===== src/rtl/loop_sequencer.sv =====
// Program-counter and loop-nesting controller: walks the instruction memory,
// issues body instructions and drives push/next/finish strobes to the loop unit.
module loop_sequencer #(
    parameter int unsigned BITS                  = 15,
    parameter int unsigned PC_BITS               = 10,
    parameter int unsigned LOOP_LOG_CNT          = 3,
    parameter int unsigned SUPERSCALAR_LOG_WIDTH = 2
) (
    input  logic                             clk,
    input  logic                             reset,
    input  logic                             start,
    input  logic [PC_BITS-1:0]               start_pc,
    output logic [PC_BITS-1:0]               pc,
    input  logic                             instr_is_loop,
    input  logic                             instr_is_halt,
    input  logic                             instr_loop_independent,
    input  logic [PC_BITS-1:0]               instr_loop_body_len,
    input  logic [BITS-1:0]                  instr_loop_iter_count,
    output logic                             issue_valid,
    input  logic                             queue_ready,
    output logic [SUPERSCALAR_LOG_WIDTH:0]   issue_copies,
    output logic                             loop_clear,
    output logic                             loop_should_increment,
    output logic                             loop_create,
    output logic                             loop_next_iter,
    output logic                             loop_finish,
    output logic [BITS-1:0]                  loop_iteration_count,
    output logic                             loop_is_independent,
    input  logic                             loop_done,
    input  logic [SUPERSCALAR_LOG_WIDTH-1:0] loop_copy_count,
    output logic                             busy,
    output logic                             halted,
    output logic                             error
);
    localparam int unsigned LOOP_CNT = 1 << LOOP_LOG_CNT;
    localparam int unsigned DEPTH_W  = LOOP_LOG_CNT + 1;
    localparam int unsigned COPY_W   = SUPERSCALAR_LOG_WIDTH + 1;

    typedef enum logic [2:0] {
        S_IDLE,
        S_RUN,
        S_END_CHECK,
        S_HALT,
        S_ERROR
    } state_e;

    state_e               state_q, state_d;
    logic [PC_BITS-1:0]   pc_q, pc_d;
    logic [DEPTH_W-1:0]   depth_q, depth_d;
    logic [PC_BITS-1:0]   body_start_q [LOOP_CNT];
    logic [PC_BITS-1:0]   body_start_d [LOOP_CNT];
    logic [PC_BITS-1:0]   body_end_q   [LOOP_CNT];
    logic [PC_BITS-1:0]   body_end_d   [LOOP_CNT];

    logic [LOOP_LOG_CNT-1:0] push_idx, top_idx, under_idx;
    logic [PC_BITS-1:0]      top_start, top_end, under_end, pc_inc;
    logic                    depth_nz, depth_gt1, stack_full, bad_loop;

    // Stack views: top entry and the one beneath it (the new top after a pop)
    assign push_idx   = LOOP_LOG_CNT'(depth_q);
    assign top_idx    = LOOP_LOG_CNT'(depth_q - DEPTH_W'(1));
    assign under_idx  = LOOP_LOG_CNT'(depth_q - DEPTH_W'(2));
    assign top_start  = body_start_q[top_idx];
    assign top_end    = body_end_q[top_idx];
    assign under_end  = body_end_q[under_idx];
    assign pc_inc     = pc_q + PC_BITS'(1);
    assign depth_nz   = (depth_q != '0);
    assign depth_gt1  = (depth_q > DEPTH_W'(1));
    assign stack_full = (depth_q == DEPTH_W'(LOOP_CNT));
    assign bad_loop   = (instr_loop_body_len == '0) || (instr_loop_iter_count == '0) || stack_full;

    always_ff @(posedge clk) begin
        if (reset) begin
            state_q <= S_IDLE;
            pc_q    <= '0;
            depth_q <= '0;
            for (int unsigned i = 0; i < LOOP_CNT; i++) begin
                body_start_q[i] <= '0;
                body_end_q[i]   <= '0;
            end
        end else begin
            state_q      <= state_d;
            pc_q         <= pc_d;
            depth_q      <= depth_d;
            body_start_q <= body_start_d;
            body_end_q   <= body_end_d;
        end
    end

    always_comb begin
        state_d        = state_q;
        pc_d           = pc_q;
        depth_d        = depth_q;
        body_start_d   = body_start_q;
        body_end_d     = body_end_q;
        issue_valid    = 1'b0;
        issue_copies   = COPY_W'(1);
        loop_create    = 1'b0;
        loop_next_iter = 1'b0;
        loop_finish    = 1'b0;
        loop_clear     = reset;

        unique case (state_q)
            S_IDLE: begin
                if (start) begin
                    pc_d       = start_pc;
                    depth_d    = '0;
                    loop_clear = 1'b1;
                    state_d    = S_RUN;
                end
            end
            S_RUN: begin
                if (instr_is_halt) begin
                    state_d = S_HALT;
                end else if (instr_is_loop) begin
                    if (bad_loop) begin
                        state_d = S_ERROR;
                    end else begin
                        body_start_d[push_idx] = pc_inc;
                        body_end_d[push_idx]   = pc_q + instr_loop_body_len;
                        loop_create            = 1'b1;
                        pc_d                   = pc_inc;
                        depth_d                = depth_q + DEPTH_W'(1);
                    end
                end else begin
                    issue_valid  = 1'b1;
                    issue_copies = depth_nz ? COPY_W'(loop_copy_count) + COPY_W'(1) : COPY_W'(1);
                    if (queue_ready) begin
                        if (depth_nz && (pc_q == top_end)) begin
                            if (loop_done) begin
                                loop_finish = 1'b1;
                                depth_d     = depth_q - DEPTH_W'(1);
                                if (depth_gt1 && (under_end == pc_q)) begin
                                    state_d = S_END_CHECK;
                                end else begin
                                    pc_d = pc_inc;
                                end
                            end else begin
                                loop_next_iter = 1'b1;
                                pc_d           = top_start;
                            end
                        end else begin
                            pc_d = pc_inc;
                        end
                    end
                end
            end
            // Outer loop sharing the end pc: decide its fate without reissuing
            S_END_CHECK: begin
                state_d = S_RUN;
                if (depth_nz) begin
                    if (loop_done) begin
                        loop_finish = 1'b1;
                        depth_d     = depth_q - DEPTH_W'(1);
                        if (depth_gt1 && (under_end == pc_q)) begin
                            state_d = S_END_CHECK;
                        end else begin
                            pc_d = pc_inc;
                        end
                    end else begin
                        loop_next_iter = 1'b1;
                        pc_d           = top_start;
                    end
                end else begin
                    pc_d = pc_inc;
                end
            end
            default: begin
            end
        endcase

        loop_should_increment = loop_create | loop_next_iter | loop_finish;
    end

    assign pc                   = pc_q;
    assign loop_iteration_count = instr_loop_iter_count;
    assign loop_is_independent  = instr_loop_independent;
    assign busy                 = (state_q == S_RUN) || (state_q == S_END_CHECK);
    assign halted               = (state_q == S_HALT);
    assign error                = (state_q == S_ERROR);

endmodule


===== config.mk =====
export PLATFORM = sky130hd
export DESIGN_NAME = loop_sequencer
export DESIGN_NICKNAME = d
export VERILOG_FILES = /design/src/rtl/loop_sequencer.sv
export SDC_FILE = /design/constraint.sdc
export NUM_CORES = 1
export LEC_CHECK = 0
export BUFFER_PORTS_ARGS = -buffer_cell sky130_fd_sc_hd__buf_2
export CORE_ASPECT_RATIO = 1.5
export CORE_MARGIN = 3
export CORE_UTILIZATION = 58
export CTS_BUF_LIST = sky130_fd_sc_hd__clkbuf_8
export CTS_CLUSTER_DIAMETER = 120
export DETAILED_ROUTE_END_ITERATION = 16
export GPL_TIMING_DRIVEN = 0
export PLACE_DENSITY = 0.78
export SLEW_MARGIN = 30
export SYNTH_ARGS = -nofsm -noshare
export SYNTH_HDL_FRONTEND = slang
export SYNTH_SLANG_ARGS = --single-unit

===== constraint.sdc =====
create_clock -name clk -period 5.55 [get_ports clk]
set_input_delay 1.3875 -clock clk [delete_from_list [all_inputs] [get_ports clk]]
set_output_delay 1.3875 -clock clk [all_outputs]
set_load 0.02 [all_outputs]

* Word level (Yosys, flattened, before mapping)
Cells that the tools add are included.
** Word-level totals
- Flip-flop bits (word level) :: 177
- Word-level logic and storage cells :: 141
- Input port bits :: 45
- Output and inout port bits :: 38
** Cells by class
- Magnitude comparators :: 5
- $add $sub $neg :: 6
- Reduce and logical (&&, ||, !) cells :: 15
- Equality and inequality tests :: 18
- Bitwise operators :: 7
- Mux-type cells :: 71
** Operators with widths (number)
- bitwise mux 80 bit :: 2
- 2-to-1 mux 10 bit :: 16
- binary-select mux 10 bit (select 3 bit) :: 3
- 2-to-1 mux 3 bit :: 12
- 2-to-1 mux 4 bit :: 8
- demux 10 bit (select 3 bit) :: 1
- case mux 10 bit (3 select lines) :: 1
- 2-to-1 mux 1 bit :: 21
- equality test 10 bit :: 2
- != test 4 bit, second input constant :: 5
- zero test 15 bit :: 1
- AND reduction 7 bit :: 2
- >= comparator 4 bit, second input constant :: 3
- inverter 3 -> 4 bit :: 3
- case mux 4 bit (3 select lines) :: 1
- adder 10 x 1 -> 10 bit, second input constant :: 1
- adder 10 bit :: 1
- zero test 10 bit :: 1
- != test 3 bit, second input constant :: 3
- case mux 3 bit (3 select lines) :: 1
- equality test 3 x 2 -> 1 bit, second input constant :: 2
- 2-to-1 mux 2 bit :: 3
- != test 2 bit, second input constant :: 3
- AND reduction 5 bit :: 1
- 18 further kinds :: 25

* Depth between registers and ports, before layout
- Depth in word-level cells :: 14
- Gate-level depth with buffers :: 15
- Gate-level depth less buffers :: 11

* Worst setup path before layout
Ideal clock, no wire load.
- Kind :: reg-to-output
- From :: register depth_q[1]
- To :: output loop_finish
- Data required time :: 4.163 ns
- Setup slack :: 0.823 ns
- Path buffers :: 4
- Arrival time :: 3.340 ns
- Cell stages (with the launch flop) :: 13
- Path through :: dfxtp_1 buf_2 buf_2 inv_1 ha_1 clkbuf_1 buf_1 mux4_2 xor2_1 o31ai_1 o211ai_2 o31ai_1 and2_1
** On the way
- Word-level cells in the longest chain between the ends :: 12
- Elaborated cells between the ends (all ways) :: 14
- Classes of those cells :: 1 x add/sub; 1 x eq/ne; 9 x mux; 1 x bitwise; 2 x reduce/logical
** Ends and longest elaborated chain
- from (decl) :: RTL line 49 : logic [DEPTH_W-1:0] depth_q, depth_d;
- from (signal assigned) :: RTL line 84 : depth_q <= depth_d;
- subtractor 4 x 1 -> 4 bit
- inverter 3 -> 4 bit (not written as such) :: RTL line 64 : assign top_end = body_end_q[top_idx];
- binary-select mux 10 bit (select 3 bit) :: RTL line 64
- 2-to-1 mux 10 bit (not written as such) (2 in series) :: RTL line 64
- equality test 10 bit :: RTL line 129 : if (depth_nz && (pc_q == top_end)) begin
- logical AND 1 bit :: RTL line 129
- 2-to-1 mux 1 bit :: RTL line 129
- 2-to-1 mux 1 bit :: RTL line 128 : if (queue_ready) begin
- 2-to-1 mux 1 bit :: RTL line 115 : end else if (instr_is_loop) begin
- 2-to-1 mux 1 bit :: RTL line 113 : if (instr_is_halt) begin
- case mux 1 bit (2 select lines) (*) :: RTL line 103 : unique case (state_q)
- to (decl) :: RTL line 26 : output logic loop_finish,
Every way passes the cells marked *; elsewhere a longest branch is shown, timed or not. The select of a mux whose other input is x is not followed.

* Final worst setup path
Ends and elaborated chain as after synthesis.

==> flow_summary.toml <==
[run_status]
status = "completed"

[sta]
skew_ns = 0.02575
fin_ws_ns = 0.1263
final-hold-violation-count = 0
period_minus_slack_ns = 5.424
tightest_slew_ns = 0.9617
rsz0062_at_grt = "false"
slew_violations = 0
holdWs_ns = 0.4615
period_share_pct = 97.73
max_freq_mhz = 184.4
relSlewSlack_pct = 35.72
finalSetupViolCount = 0

[layout]
final_nets = 1262
final_cells = 1417
drive_gt1_share_pct = 18.58
multi_input_area_mm2 = 0.005807
antenna_cells_inserted = 0
syn2layout_area_growth_pct = 11.84
regArea_mm2 = 0.003547
nFillCells = 1356

[min_path]
whs_path_depth = 2
hp-class = "flop to flop"
min_to = "body_start_q[11]"
worstHoldStart = "body_start_q[11]"

[route]
vias = 9125
dr_wl_met3_um = 2963
wl_um = 31740
wl_met1_um = 11460
drt_iter0_drc = 925
highest_layer = "met4"
antenna_left = 0
drt_first_pass_iters = 6
routedWlPerCell_um = 22.40
via_per_inst = 6.440
drc_errors = 0
wl_met2_um = 15180

[floorplan]
die_w_um = 112.5
fp.coreArea_mm2 = 0.01640
start_util_pct = 60.11
dieArea_mm2 = 0.01863
num_rows = 57
ios = 83
die_h_um = 165.7

[power_and_ir_drop]
p_per_area_mw_per_mm2 = 356.4
cellLeakagePower_nw = 3.880
irDropWorstVdd_mv = 0.2437
p_total_mw = 3.930

[setup_path]
crit_path_start_kind = "flop"
rrSetupSlack_ns = 0.98
cp.required_ns = 4.16
end_kind = "output port"
crit_arrival_ns = 4.04
worst-setup-path-type = "flop to output port"
cp_max_fo = 19
rr_endpoint = "state_q[1]"
reg2reg_from = "depth_q[1]"
ff2ff_path_depth = 12

[clock_tree]
cts.clk_slew.worst_paths_ns = 0.11
insertion_delay_ns = 0.51
cts_tree = "built"
cts_made_buffers = 17
cts.sinks = 177
cts-root-buf = "clkbuf_8"
cts_max_level = 4
cts.path.max_buffers = 2

[synthesis]
synth_seq_cells = 177
synth_nets = 1164
synthTopCellsByArea = "dfxtp_1, mux4_2, a211oi_1, nor2_1, nand2_1"
ys.flop_type = "dfxtp_1"
synth_cell_type_count = 67
synth_most_common_cell = "dfxtp_1"
synth_top_cell_area_share_pct = 35.94
netlist_area_mm2 = 0.009859
ys_warn_count = 0
postSynthCellCount = 1100
synthTopCellsByCount = "dfxtp_1, nor2_1, nand2_1"
synth_edf_count = 0
async_flop_share_pct = 0
ys_seq_area_share_pct = 35.94
yosys.area.top_type = "dfxtp_1"
avgSynthCellArea_um2 = 8.963

[grt]
antenna_found_initial = 0
grt_max_degree = 20
track_usage_pct = 33.95
grt_pass1_vias = 9026
grt_pass1_wl_um = 49480
overflow = 0

[placed_design]
gp_congestion = 0.9959
io_buffers = 80
dp_cells = 1386
dp_slack_ns = -0.5292
dp_hpwl_um = 23540

[run]
max_cap_viol_count = 0
what timing repair did:
item | 4_1_cts | 5_1_grt
hold buffers | 0 | 0
gates resized for setup | 10 | 7
setup buffers | 0 | 1
hold endpoints to repair | 0 | 0
endpoints found under the setup margin | 3 | 3
pin swaps | 1 | 1
logic make-up (layout without fill, tap and decap cells):
family | after synthesis | in the layout | synth area share [%]
AOI/OAI and AO/OA | 256 | 256 | 17.88
and+or+nand+nor | 384 | 384 | 17.49
adders and majority gates | 19 | 19 | 2.487
DFF | 177 | 177 | 35.94
xor gates and xnor gates | 49 | 49 | 4.353
muxes | 83 | 83 | 15.85
buffers and inverters | 132 | 243 | 6.002
worst max-delay path, stage by stage, from the launching register on:
cell      delay (ns)
dfxtp_1         0.46
buf_4           0.34
inv_1           0.23
ha_4            0.40
buf_4           0.27
mux4_2          0.35
xor2_1          0.15
o31ai_1         0.43
o211ai_4        0.24
o31ai_4         0.29
and2_1          0.18
buf_2           0.16
metrics by stage:
step	area, um^2	TNS, ns	util [%]
final	11030	0	67.22
after global placement	10520	-1.435	64.12
after CTS	10980	0	66.94
after detailed placement	10540	-1.548	64.23
after global routing	11030	0	67.22
after floorplan	9859	0	-
worst max-delay path by stage:
stage | from | slack, ns | end
3_3_place_gp | depth_q[1] | -0.50 | loop_finish
2_1_floorplan | depth_q[1] | 0.82 | loop_finish
6_report | depth_q[1] | 0.13 | loop_finish
4_1_cts | depth_q[0] | 0.005 | loop_finish
3_5_place_dp | depth_q[1] | -0.53 | loop_finish
5_1_grt | depth_q[0] | 0.02 | loop_finish
power breakdown:
| part | switching, mW | internal, mW | leakage, nW |
|---|---|---|---|
| logic | 1.08 | 0.525 | 2.24 |
| clock network | 0.571 | 0.355 | 0.208 |
| registers | 0.0761 | 1.33 | 1.43 |
| total | 1.72 | 2.21 | 3.88 |
flip-flops by register name, indices dropped and copies added, names as in the netlist:
| signal | flops |
|---|---|
| pc | 10 |
| depth_q | 4 |
| body_end_q | 80 |
| state_q | 3 |
| body_start_q | 80 |
layout by cell type, fill, tap and decap left out, types with 5 or more instances in the layout:
master,netlist,final
dfxtp_1,177,176
nor3_1,12,12
ha_1,18,17
a31oi_1,5,5
o31a_1,6,6
buf_2,8,85
nand3b_1,11,11
clkbuf_1,78,76
xnor2_1,22,20
buf_4,17,20
nand2_1,133,133
a21oi_1,81,81
a211o_1,8,8
nor2b_1,10,10
nand3_1,17,17
o21ai_0,11,11
buf_1,8,7
inv_1,17,17
o31ai_1,11,10
a211oi_1,93,92
mux2i_1,23,22
nand2b_1,10,10
nor2_1,143,143
mux4_2,57,57
xor2_1,27,26
and2_1,8,8
and3_1,17,17
clkbuf_8,0,18
metal layers:
layer	track usage, %	vias to the layer above
li1	-	4143
met1	39.17	4316
met2	56.29	524
met3	8.175	142
met4	20.92	0
met5	0	-
area by class of cell:
class,instances,area share [%]
Inverter,18,0.6127
Multi-Input combinational cell,791,52.66
Buffer,112,4.800
Clock buffer,18,2.247
Tap cell,206,2.337
Clock inverter,14,1.475
Sequential cell,177,32.17
Timing Repair Buffer,81,3.699
Note: power is estimated with default switching activity, not from simulation.
